===== config.mk =====
export PLATFORM = sky130hd
export DESIGN_NAME = clint_read_arbiter
export DESIGN_NICKNAME = d
export VERILOG_FILES = /design/src/rtl/clint_read_arbiter.sv
export SDC_FILE = /design/constraint.sdc
export NUM_CORES = 1
export LEC_CHECK = 0
export CAP_MARGIN = 20
export CORE_AREA = 2 2 160 162
export CTS_CLUSTER_DIAMETER = 100
export DETAILED_ROUTE_END_ITERATION = 8
export DIE_AREA = 0 0 162 164
export SLEW_MARGIN = 20
export SYNTH_ARGS = -nofsm -noshare
export SYNTH_HDL_FRONTEND = slang
export SYNTH_SLANG_ARGS = --single-unit

===== constraint.sdc =====
create_clock -name clk -period 3.8 [get_ports clk]
set_input_delay 0.38 -clock clk [delete_from_list [all_inputs] [get_ports clk]]
set_output_delay 0.38 -clock clk [all_outputs]
set_load 0.02 [all_outputs]

===== src/rtl/clint_read_arbiter.sv =====
// clint_read_arbiter
//   Round-robin arbiter sharing one AXI-lite-style read port (CLINT / timer
//   slave) between two masters: m0 (IFU) and m1 (LSU). One transaction is
//   outstanding at a time; the grant is held from address acceptance until
//   the data handshake completes. A slave that never accepts the address is
//   caught by a timeout and the requester receives an error response.
//
// Ports
//   clk, rst_n                 clock, asynchronous active-low reset
//   m{0,1}_raddr/_rsize        master read address / access size
//   m{0,1}_raddr_valid/_ready  master address handshake (ready is a 1-cycle pulse)
//   m{0,1}_rdata/_rdata_valid  master read data / data valid
//   m{0,1}_rdata_ready         master data ready
//   m{0,1}_rerr                error flag, qualified by rdata_valid
//   s_raddr/_rsize             slave address / size (from latched registers)
//   s_raddr_valid/_ready       slave address handshake
//   s_rdata/_rdata_valid       slave read data / data valid
//   s_rdata_ready              slave data ready
//   busy                       high in any state other than IDLE
//   grant_id                   current/last granted master (0 = m0, 1 = m1)
module clint_read_arbiter #(
  parameter int unsigned ADDR_W  = 64,
  parameter int unsigned DATA_W  = 64,
  parameter int unsigned TIMEOUT = 255
) (
  input  logic              clk,
  input  logic              rst_n,

  input  logic [ADDR_W-1:0] m0_raddr,
  input  logic [2:0]        m0_rsize,
  input  logic              m0_raddr_valid,
  output logic              m0_raddr_ready,
  output logic [DATA_W-1:0] m0_rdata,
  output logic              m0_rdata_valid,
  input  logic              m0_rdata_ready,
  output logic              m0_rerr,

  input  logic [ADDR_W-1:0] m1_raddr,
  input  logic [2:0]        m1_rsize,
  input  logic              m1_raddr_valid,
  output logic              m1_raddr_ready,
  output logic [DATA_W-1:0] m1_rdata,
  output logic              m1_rdata_valid,
  input  logic              m1_rdata_ready,
  output logic              m1_rerr,

  output logic [ADDR_W-1:0] s_raddr,
  output logic [2:0]        s_rsize,
  output logic              s_raddr_valid,
  input  logic              s_raddr_ready,
  input  logic [DATA_W-1:0] s_rdata,
  input  logic              s_rdata_valid,
  output logic              s_rdata_ready,

  output logic              busy,
  output logic              grant_id
);

  // Counter is at least one bit wide so TIMEOUT = 0 (disabled) still elaborates.
  localparam int unsigned      CNT_W   = (TIMEOUT > 0) ? $clog2(TIMEOUT + 1) : 1;
  localparam logic [CNT_W-1:0] CNT_MAX = CNT_W'(TIMEOUT);

  typedef enum logic [1:0] {IDLE, ADDR, DATA, ERR} state_t;

  state_t            state_q, state_d;
  logic              grant_q, grant_d;
  logic              rr_last_q, rr_last_d;
  logic [ADDR_W-1:0] addr_q, addr_d;
  logic [2:0]        size_q, size_d;
  logic [CNT_W-1:0]  cnt_q, cnt_d;

  logic arb_any;
  logic arb_sel;
  logic gnt_rdata_ready;
  logic timeout_hit;

  // On a tie the master that was not served last wins.
  assign arb_any         = m0_raddr_valid | m1_raddr_valid;
  assign arb_sel         = (m0_raddr_valid & m1_raddr_valid) ? ~rr_last_q : m1_raddr_valid;
  assign gnt_rdata_ready = grant_q ? m1_rdata_ready : m0_rdata_ready;
  assign timeout_hit     = (TIMEOUT != 0) && (cnt_q == CNT_MAX);

  always_ff @(posedge clk or negedge rst_n) begin
    if (!rst_n) begin
      state_q   <= IDLE;
      grant_q   <= 1'b0;
      rr_last_q <= 1'b1;
      addr_q    <= '0;
      size_q    <= '0;
      cnt_q     <= '0;
    end else begin
      state_q   <= state_d;
      grant_q   <= grant_d;
      rr_last_q <= rr_last_d;
      addr_q    <= addr_d;
      size_q    <= size_d;
      cnt_q     <= cnt_d;
    end
  end

  always_comb begin
    state_d   = state_q;
    grant_d   = grant_q;
    rr_last_d = rr_last_q;
    addr_d    = addr_q;
    size_d    = size_q;
    cnt_d     = cnt_q;
    unique case (state_q)
      IDLE: begin
        if (arb_any) begin
          grant_d = arb_sel;
          addr_d  = arb_sel ? m1_raddr : m0_raddr;
          size_d  = arb_sel ? m1_rsize : m0_rsize;
          cnt_d   = '0;
          state_d = ADDR;
        end
      end
      ADDR: begin
        // In the timeout cycle s_raddr_valid is already low, so a late
        // s_raddr_ready must not count as an address handshake.
        if (timeout_hit) begin
          state_d = ERR;
        end else if (s_raddr_ready) begin
          cnt_d   = '0;
          state_d = DATA;
        end else if (TIMEOUT != 0) begin
          cnt_d = cnt_q + CNT_W'(1);
        end
      end
      DATA: begin
        if (s_rdata_valid && gnt_rdata_ready) begin
          rr_last_d = grant_q;
          state_d   = IDLE;
        end
      end
      ERR: begin
        if (gnt_rdata_ready) begin
          rr_last_d = grant_q;
          state_d   = IDLE;
        end
      end
      default: state_d = IDLE;
    endcase
  end

  always_comb begin
    m0_raddr_ready = 1'b0;
    m0_rdata       = '0;
    m0_rdata_valid = 1'b0;
    m0_rerr        = 1'b0;
    m1_raddr_ready = 1'b0;
    m1_rdata       = '0;
    m1_rdata_valid = 1'b0;
    m1_rerr        = 1'b0;
    s_raddr        = addr_q;
    s_rsize        = size_q;
    s_raddr_valid  = 1'b0;
    s_rdata_ready  = 1'b0;
    busy           = (state_q != IDLE);
    grant_id       = grant_q;
    unique case (state_q)
      IDLE: begin
        // Gated by rst_n so the combinational ready stays low while in reset.
        if (rst_n && arb_any) begin
          if (arb_sel) m1_raddr_ready = 1'b1;
          else         m0_raddr_ready = 1'b1;
        end
      end
      ADDR: begin
        s_raddr_valid = ~timeout_hit;
      end
      DATA: begin
        s_rdata_ready = gnt_rdata_ready;
        if (grant_q) begin
          m1_rdata_valid = s_rdata_valid;
          m1_rdata       = s_rdata;
        end else begin
          m0_rdata_valid = s_rdata_valid;
          m0_rdata       = s_rdata;
        end
      end
      ERR: begin
        if (grant_q) begin
          m1_rdata_valid = 1'b1;
          m1_rerr        = 1'b1;
        end else begin
          m0_rdata_valid = 1'b1;
          m0_rerr        = 1'b1;
        end
      end
      default: ;
    endcase
  end

endmodule


==> results of run 1 <==
-- cells by family (layout without fill, tap and decap cells) --
family / after synthesis / in the layout / synth area share, %
adder cells (fa/ha/maj): 1 / 1 / 0.272
other: 0 / 1 / 0
multiplexers: 70 / 70 / 15.4
buffers and inverters: 51 / 437 / 5.54
AO/OA/AOI/OAI: 88 / 88 / 10.3
AND/OR/NAND/NOR: 299 / 299 / 25.4
XOR/XNOR: 1 / 1 / 0.190
flip-flops: 79 / 79 / 43.0
-- final cells by class --
cell class | instances | area, um2 | area share, %
flip-flops and latches | 79 | 1980 | 21.3
inverters | 3 | 12.5 | 0.134
clock buffers | 11 | 253 | 2.72
well taps | 330 | 413 | 4.44
multi-input cells | 459 | 2390 | 25.7
diodes | 1 | 2.50 | 0.0269
repair buffers | 418 | 4160 | 44.8
clock inverters | 5 | 86.3 | 0.928
-- report_power, final --
group | internal (mW) | switching, mW
Clock | 0.618 | 0.372
Combinational | 1.70 | 2.21
Sequential | 1.24 | 0.243
Total | 3.55 | 2.82
-- sequential cells by signal, indices dropped and copies added, names as in the netlist --
signal     flops
cnt_q          8
grant_id       1
rr_last_q      1
s_raddr       64
s_rsize        3
state_q        2
-- worst reg2reg max path: stages, from the launching register on --
cell and delay (ps):
dfrtp_1 510, nor2_1 350, o21a_4 190, buf_4 470, buf_4 710, nor2_1 100
a21oi_1 140
-- placed cells by master, fill, tap and decap left out --
master / count
clkdlybuf4s50_1: 409
nor2_1: 210
dfrtp_1: 78
a21oi_1: 72
nand2_1: 71
mux2i_1: 68
o21ai_0: 9
clkbuf_16: 9
buf_4: 8
and3_1: 4
nor3_1: 3
nand3_1: 3
inv_1: 2
nand2_2: 2
bufinv_16: 2
clkbuf_8: 2
inv_6: 2
diode_2: 1
clkinv_2: 1
nor3b_1: 1
and4_2: 1
and2_1: 1
a21boi_4: 1
o21a_4: 1
or3b_1: 1
xor2_1: 1
a311o_1: 1
and4_1: 1
a31oi_4: 1
nand3_2: 1
o21ai_1: 1
mux2_4: 1
o31ai_1: 1
o311a_1: 1
mux2_2: 1
ha_1: 1
clkinv_4: 1
dlygate4sd3_1: 1
dfstp_2: 1
-- metal layers --
layer | global-route usage (%) | vias up
met5 | 0 | -
met4 | 4.38 | 0
met3 | 3.59 | 31
met2 | 22.3 | 203
met1 | 18.7 | 2448
li1 | - | 2685
-- metrics by stage --
stage,instances,total power [mW]
after CTS,1305,6.47
after floorplan,589,3.59
after global routing,1305,6.80
after detailed placement,1288,5.42
final,1306,6.37
after global placement,1288,5.39
-- worst paths after layout --
check                           slack (ps)            end  cells past startpoint       start
worst max-delay path                   530  s_raddr_valid                      3  state_q[0]
worst min-delay path                   460       grant_id                      2       rst_n
worst max register to register        1250    s_raddr[17]                      6  state_q[1]
worst min register to register         490       cnt_q[7]                      1    cnt_q[7]
max in group asynchronous             2190    s_raddr[15]                      3       rst_n
min in group clk                       490       cnt_q[7]                      1    cnt_q[7]
==> flow_summary.json, run 1 <==
{
  "run_status": "finished, final reports clean",
  "synth_cell_types": 33,
  "cts_resized": 0,
  "num_io_pins": 411,
  "hpwl_mm": 15.5,
  "tns_ps": 0,
  "synthArstFlopShare_pct": 100,
  "dpl-instance-area_um2": 8950,
  "synth_nets": 796,
  "fin_ws_ps": 531,
  "fillers": 2564,
  "period_share_pct": 86.0,
  "drt-pass1-iter-count": 5,
  "hold_ws_ps": 462,
  "cts_setup_buffers": 0,
  "synth_top_area_share_pct": 42.4,
  "tightest_slew_ps": 906,
  "fmax_ghz": 0.306,
  "die_x_um": 162,
  "period_minus_slack_ps": 3270,
  "crit_buf_inv": 2,
  "synth-edff-count": 0,
  "ys_top_cells_by_count": "nor2_1 (210), dfrtp_1 (78), nand2_1 (73)",
  "cts.hold.buffers_added": 1,
  "startpoint_type": "flop",
  "initial_core_util_pct": 18.6,
  "critPathSlowestCell": "clkinv_2",
  "synth_sequential_area_ratio_pct": 43.0,
  "synth_area_leaders": "dfrtp_1 (42%), nor2_1 (17%), mux2i_1 (15%), a21oi_1 (7.8%), nand2_1 (6.0%)",
  "die-area_um2": 26600,
  "ys_ff_latch": 79,
  "path_cells": "clkinv_2 > nor3_1 > clkdlybuf4s50_1",
  "stdcell_area_um2": 9300,
  "gr-total-overflow": 0,
  "p_leak_nw": 3.71,
  "slowest_delay_ps": 780,
  "cts_tree": "yes",
  "synthesis.instances": 589,
  "irDropWorstVdd_uv": 387,
  "grt_pass1_vias": 4972,
  "top_layer": "met4",
  "synth-warning-count": 0,
  "worstPathArrival_ps": 2890,
  "setup_viol_count_final": 0,
  "route.met3.wl_mm": 1.26,
  "cts.sinks": 79,
  "hp-class": "in -> async",
  "ys.flop_type": "dfrtp_1",
  "final_util_pct": 37.5,
  "endpoint_kind": "primary output",
  "maxSlewHeadroom_pct": 39.5,
  "area_delta_synth_final_pct": 102,
  "numPortBuffers": 410,
  "coreArea_um2": 24800,
  "crit_type": "reg -> out",
  "htreeDepth": 3,
  "synth_top_area_cell": "dfrtp_1",
  "ant_nets": 0,
  "root_buffer": "clkbuf_16",
  "grt_pass1_wl_mm": 29.0,
  "drive_gt1_share_pct": 3.59,
  "cts.path.max_buffers": 2,
  "clkTransAtPathRegs_ps": 70,
  "post_drt_wl_per_cell_um": 15.3,
  "antenna_found_initial": 1,
  "num_rows": 58,
  "clk_latency_ps": 340,
  "skew_ps": 12.3,
  "cts_buffers": 9,
  "die_h_um": 164,
  "powerDensity_nw_per_um2": 685,
  "wl_met2_mm": 9.54,
  "viasPerCell": 4.11,
  "dr_total_vias": 5367,
  "post-route-drc-count": 0,
  "place_ws_ps": 950,
  "final_nets": 1177,
  "avgSynthCellArea_um2": 7.82,
  "synth.most_common_cell": "nor2_1",
  "synthesis.area_um2": 4600,
  "hold_viol": 0,
  "m1WireLength_mm": 8.71,
  "required_ps": 3420,
  "critical-path-top-delay-family": "buffers and inverters",
  "routabilityCongestion": 0.747,
  "drv_slew": 0,
  "crit_fanout": 68,
  "rsz0062_at_grt": "no",
  "drtIter0Drc": 277,
  "grt_max_degree": 77,
  "track_usage_pct": 14.0,
  "max_cap_violations": 0,
  "routed_wl_mm": 19.9
}
Note: power is estimated with default switching activity, not from simulation.
==> run 2, diff against run 1 <==
Settings changed: PLACE_DENSITY_LB_ADDON set to 0.15.
==> flow_summary.json, run 2 (synthesis results as in run 1) <==
{
  "startpoint_type": "flop",
  "fillers": 2595,
  "cts.sinks": 79,
  "track_usage_pct": 16.6,
  "num_rows": 58,
  "setup_viol_count_final": 0,
  "path_cells": "inv_2 > nand2_1 > nor2_1 > clkdlybuf4s50_1",
  "period_share_pct": 83.8,
  "cts.hold.buffers_added": 1,
  "required_ps": 3420,
  "routabilityCongestion": 0.926,
  "critical-path-top-delay-family": "buffers and inverters",
  "maxSlewHeadroom_pct": 39.4,
  "dr_total_vias": 5400,
  "period_minus_slack_ps": 3180,
  "cts_tree": "yes",
  "routed_wl_mm": 22.8,
  "place_ws_ps": 967,
  "p_comb_share_pct": 62.0,
  "seqPwrFrac_pct": 23.0,
  "coreArea_um2": 24800,
  "p_sw_share_pct": 45.5,
  "final_common_cell": "clkdlybuf4s50_1",
  "endpoint_kind": "primary output",
  "tns_ps": 0,
  "final_util_pct": 37.5,
  "clk_latency_ps": 350,
  "cts_buffers": 9,
  "critPathSlowestCell": "inv_2",
  "num_io_pins": 411,
  "initial_core_util_pct": 18.6,
  "grt_pass1_vias": 5372,
  "run_status": "finished, final reports clean",
  "drive_gt1_share_pct": 3.89,
  "final_nets": 1180,
  "ant_nets": 0,
  "clock_power_share_pct": 14.9,
  "htreeDepth": 3,
  "cts_resized": 0,
  "grt_max_degree": 63,
  "post_drt_wl_per_cell_um": 17.4,
  "fin_ws_ps": 616,
  "worstPathArrival_ps": 2800,
  "grt_pass1_wl_mm": 33.0,
  "hpwl_mm": 18.5,
  "drv_slew": 0,
  "crit_fanout": 56,
  "viasPerCell": 4.12,
  "crit_buf_inv": 2,
  "gr-total-overflow": 0,
  "area_delta_synth_final_pct": 102,
  "p_sw_mw": 2.91,
  "numPortBuffers": 410,
  "root_buffer": "clkbuf_16",
  "die_x_um": 162,
  "p_int_mw": 3.48,
  "fmax_ghz": 0.314,
  "skew_ps": 16.5,
  "finalPower_mw": 6.38,
  "largest_reg_flops": 64,
  "cts_setup_buffers": 0,
  "powerDensity_nw_per_um2": 686,
  "p_leak_nw": 3.72,
  "hold_viol": 0,
  "drt-pass1-iter-count": 4,
  "tightest_slew_ps": 907,
  "post-route-drc-count": 0,
  "crit_type": "reg -> out",
  "slowest_delay_ps": 720,
  "rsz0062_at_grt": "no",
  "irDropWorstVdd_uv": 237,
  "max_cap_violations": 0,
  "die_h_um": 164,
  "hp-class": "in -> async",
  "drtIter0Drc": 252,
  "clkTransAtPathRegs_ps": 60,
  "cts.path.max_buffers": 2,
  "antenna_found_initial": 2,
  "die-area_um2": 26600,
  "final_cell_mix": "clkdlybuf4s50_1 (409), nor2_1 (210), dfrtp_1 (78)"
}
## run 2: cell count changes in the layout (fill, tap and decap cells not counted)
cell / change
inv_6: +1
inv_8: +2
clkbuf_8: -2
diode_2: +1
clkinv_8: +1
clkinv_4: -1
bufinv_16: -1
clkinv_2: -1
buf_4: +3
inv_2: +1
## run 2: worst reg2reg max path, cell delays in order (launching register included)
cell	delay (ps)
dfrtp_1	510
nor2_1	360
o21a_4	460
buf_4	510
nor2_1	100
a21oi_1	150
## run 2: final timing paths
check / start / end / slack (ps) / cells past startpoint
min in group clk: cnt_q[5] / cnt_q[5] / 500 / 1
max reg2reg: state_q[1] / s_raddr[21] / 1650 / 5
max in group asynchronous: rst_n / s_raddr[17] / 2170 / 3
max: state_q[0] / m0_rdata[0] / 620 / 4
min reg2reg: cnt_q[5] / cnt_q[5] / 500 / 1
min: rst_n / cnt_q[5] / 500 / 2
## run 2: final cells by class
cell class	count	area [um2]	area share [%]
diodes	2	5.00	0.0538
repair buffers	421	4190	45.0
multi-input cells	459	2390	25.7
clock buffers	9	225	2.42
inverters	3	11.3	0.121
clock inverters	7	95.1	1.02
flip-flops and latches	79	1980	21.3
well taps	330	413	4.44
## run 2: per-layer routing
layer | part of all wire, % | vias up | global-route usage, %
met3 | 7.5 | 27 | 4.42
met5 | 0 | - | 0
met4 | 2.5 | 0 | 6.23
met2 | 55 | 232 | 32.5
met1 | 35 | 2449 | 16.6
li1 | - | 2692 | -
## run 2: power by group through the flow
stage,clock network [mW],logic [mW],registers [mW]
floorplan,0,1.71,1.88
global placement,0,4.02,1.48
detailed placement,0,4.02,1.48
CTS,0.991,4.03,1.48
global route,1.02,4.28,1.53
finish,0.952,3.96,1.47
## run 2: stage by stage
step                std cells  hold WS (ps)  instance area [um2]
floorplan                 589          84.4                 4600
global placement         1291           288                 8970
detailed placement       1291           288                 8970
CTS                      1308           503                 9300
global route             1310           526                 9310
finish                   1310           498                 9310
==> run 3, diff against run 2 <==
Settings changed: CORE_AREA 2 2 160 162 to 2 2 158 160, DIE_AREA 0 0 162 164 to 0 0 160 162.
Clock period 3.8 ns to 2.8 ns, I/O delays scaled along.
==> flow_summary.json, run 3 (synthesis results as in run 1) <==
{
  "num_io_pins": 411,
  "rsz0062_at_grt": "no",
  "stdcell_area_um2": 9390,
  "fillers": 2543,
  "routabilityCongestion": 0.869,
  "numPortBuffers": 410,
  "dr_total_vias": 5395,
  "powerDensity_nw_per_um2": 931,
  "tns_ps": 0,
  "required_ps": 2520,
  "final_common_cell": "clkdlybuf4s50_1",
  "fin_cells": 1307,
  "post-route-drc-count": 0,
  "startpoint_type": "flop",
  "die_h_um": 162,
  "grt_max_degree": 136,
  "drtIter0Drc": 259,
  "reg2reg_from": "state_q[1]",
  "drt-pass1-iter-count": 7,
  "hpwl_mm": 18.1,
  "area_delta_synth_final_pct": 104,
  "place_ws_ps": 462,
  "grt_pass1_vias": 5374,
  "post_drt_wl_per_cell_um": 17.2,
  "die_x_um": 160,
  "dpl-instance-area_um2": 9040,
  "crit_fanout": 39,
  "routed_wl_mm": 22.4,
  "drv_slew": 0,
  "crit_type": "reg -> out",
  "final_util_pct": 39.0,
  "crit_buf_inv": 2,
  "coreArea_um2": 24100,
  "track_usage_pct": 16.9,
  "hold_ws_ps": 404,
  "largest_reg_flops": 64,
  "finalPower_mw": 8.75,
  "initial_core_util_pct": 19.1,
  "period_share_pct": 96.0,
  "period_minus_slack_ps": 2690,
  "num_rows": 57,
  "final_nets": 1180,
  "fin_ws_ps": 113,
  "viasPerCell": 4.13,
  "die-area_um2": 25900,
  "p_leak_nw": 3.75,
  "skew_ps": 15.8,
  "critPathSlowestCell": "clkdlybuf4s50_1",
  "irDropWorstVdd_uv": 463,
  "clk_latency_ps": 350,
  "critical-path-top-delay-family": "buffers and inverters",
  "grt_pass1_wl_mm": 33.4,
  "tightest_slew_ps": 771,
  "gr-total-overflow": 0,
  "ant_nets": 0,
  "clkTransAtPathRegs_ps": 70,
  "dp.cells": 1285,
  "cts_tree": "yes",
  "reg2reg_depth": 5,
  "worstPathArrival_ps": 2410,
  "setup_viol_count_final": 0,
  "fmax_ghz": 0.372,
  "endpoint_kind": "primary output",
  "root_buffer": "clkbuf_16",
  "regToRegSetupSlack_ps": 950,
  "htreeDepth": 3,
  "path_cells": "nand2_2 > buf_12 > nor2_1 > clkdlybuf4s50_1",
  "final_cell_mix": "clkdlybuf4s50_1 (409), nor2_1 (210), dfrtp_1 (78)",
  "cts_buffers": 9,
  "max_cap_violations": 0,
  "r2r-end": "s_raddr[25]",
  "hp-class": "in -> async",
  "hold_viol": 0,
  "slowest_delay_ps": 640,
  "antenna_found_initial": 5,
  "cts.sinks": 79,
  "run_status": "finished, final reports clean",
  "drive_gt1_share_pct": 3.89,
  "cts.path.max_buffers": 2,
  "maxSlewHeadroom_pct": 48.6
}
-- run 3: layer usage --
metal	track usage, %	share of wire, %	vias to the layer above
li1	-	-	2700
met1	18.2	37	2414
met2	31.3	53	250
met3	3.96	6.8	31
met4	8.19	2.8	0
met5	0	0	-
-- run 3: power breakdown --
part           internal, mW  leakage (nW)  switching [mW]
clock                 0.723         0.159           0.556
sequential             1.68         0.893           0.312
combinational          2.42          2.70            3.06
-- run 3: what timing repair did --
action | 4_1_cts | 5_1_grt
hold buffers | 1 | 0
endpoints found under the hold margin | 20 | 0
gates resized for setup | 0 | 1
endpoints found under the setup margin | 0 | 2
buffers inserted | 0 | 0
-- run 3: cell type report --
cell class / count / area [um2] / area share (%)
Sequential cell: 79 / 1980 / 21.1
Antenna cell: 5 / 12.5 / 0.133
Inverter: 3 / 11.3 / 0.120
Clock buffer: 9 / 225 / 2.40
Clock inverter: 7 / 97.6 / 1.04
Timing Repair Buffer: 421 / 4260 / 45.4
Tap cell: 324 / 405 / 4.32
Multi-Input combinational cell: 459 / 2400 / 25.6
-- run 3: worst max path at each step --
stage                     from             to  slack (ps)  cells past startpoint
floorplan             cnt_q[0]  s_raddr_valid         980                      5
finish              state_q[1]   m1_rdata[33]         110                      4
global placement    state_q[1]   m0_rdata[60]         490                      4
global route        state_q[1]   m1_rdata[33]          20                      4
detailed placement  state_q[1]   m0_rdata[56]         460                      4
CTS                 state_q[1]   m0_rdata[56]          70                      4
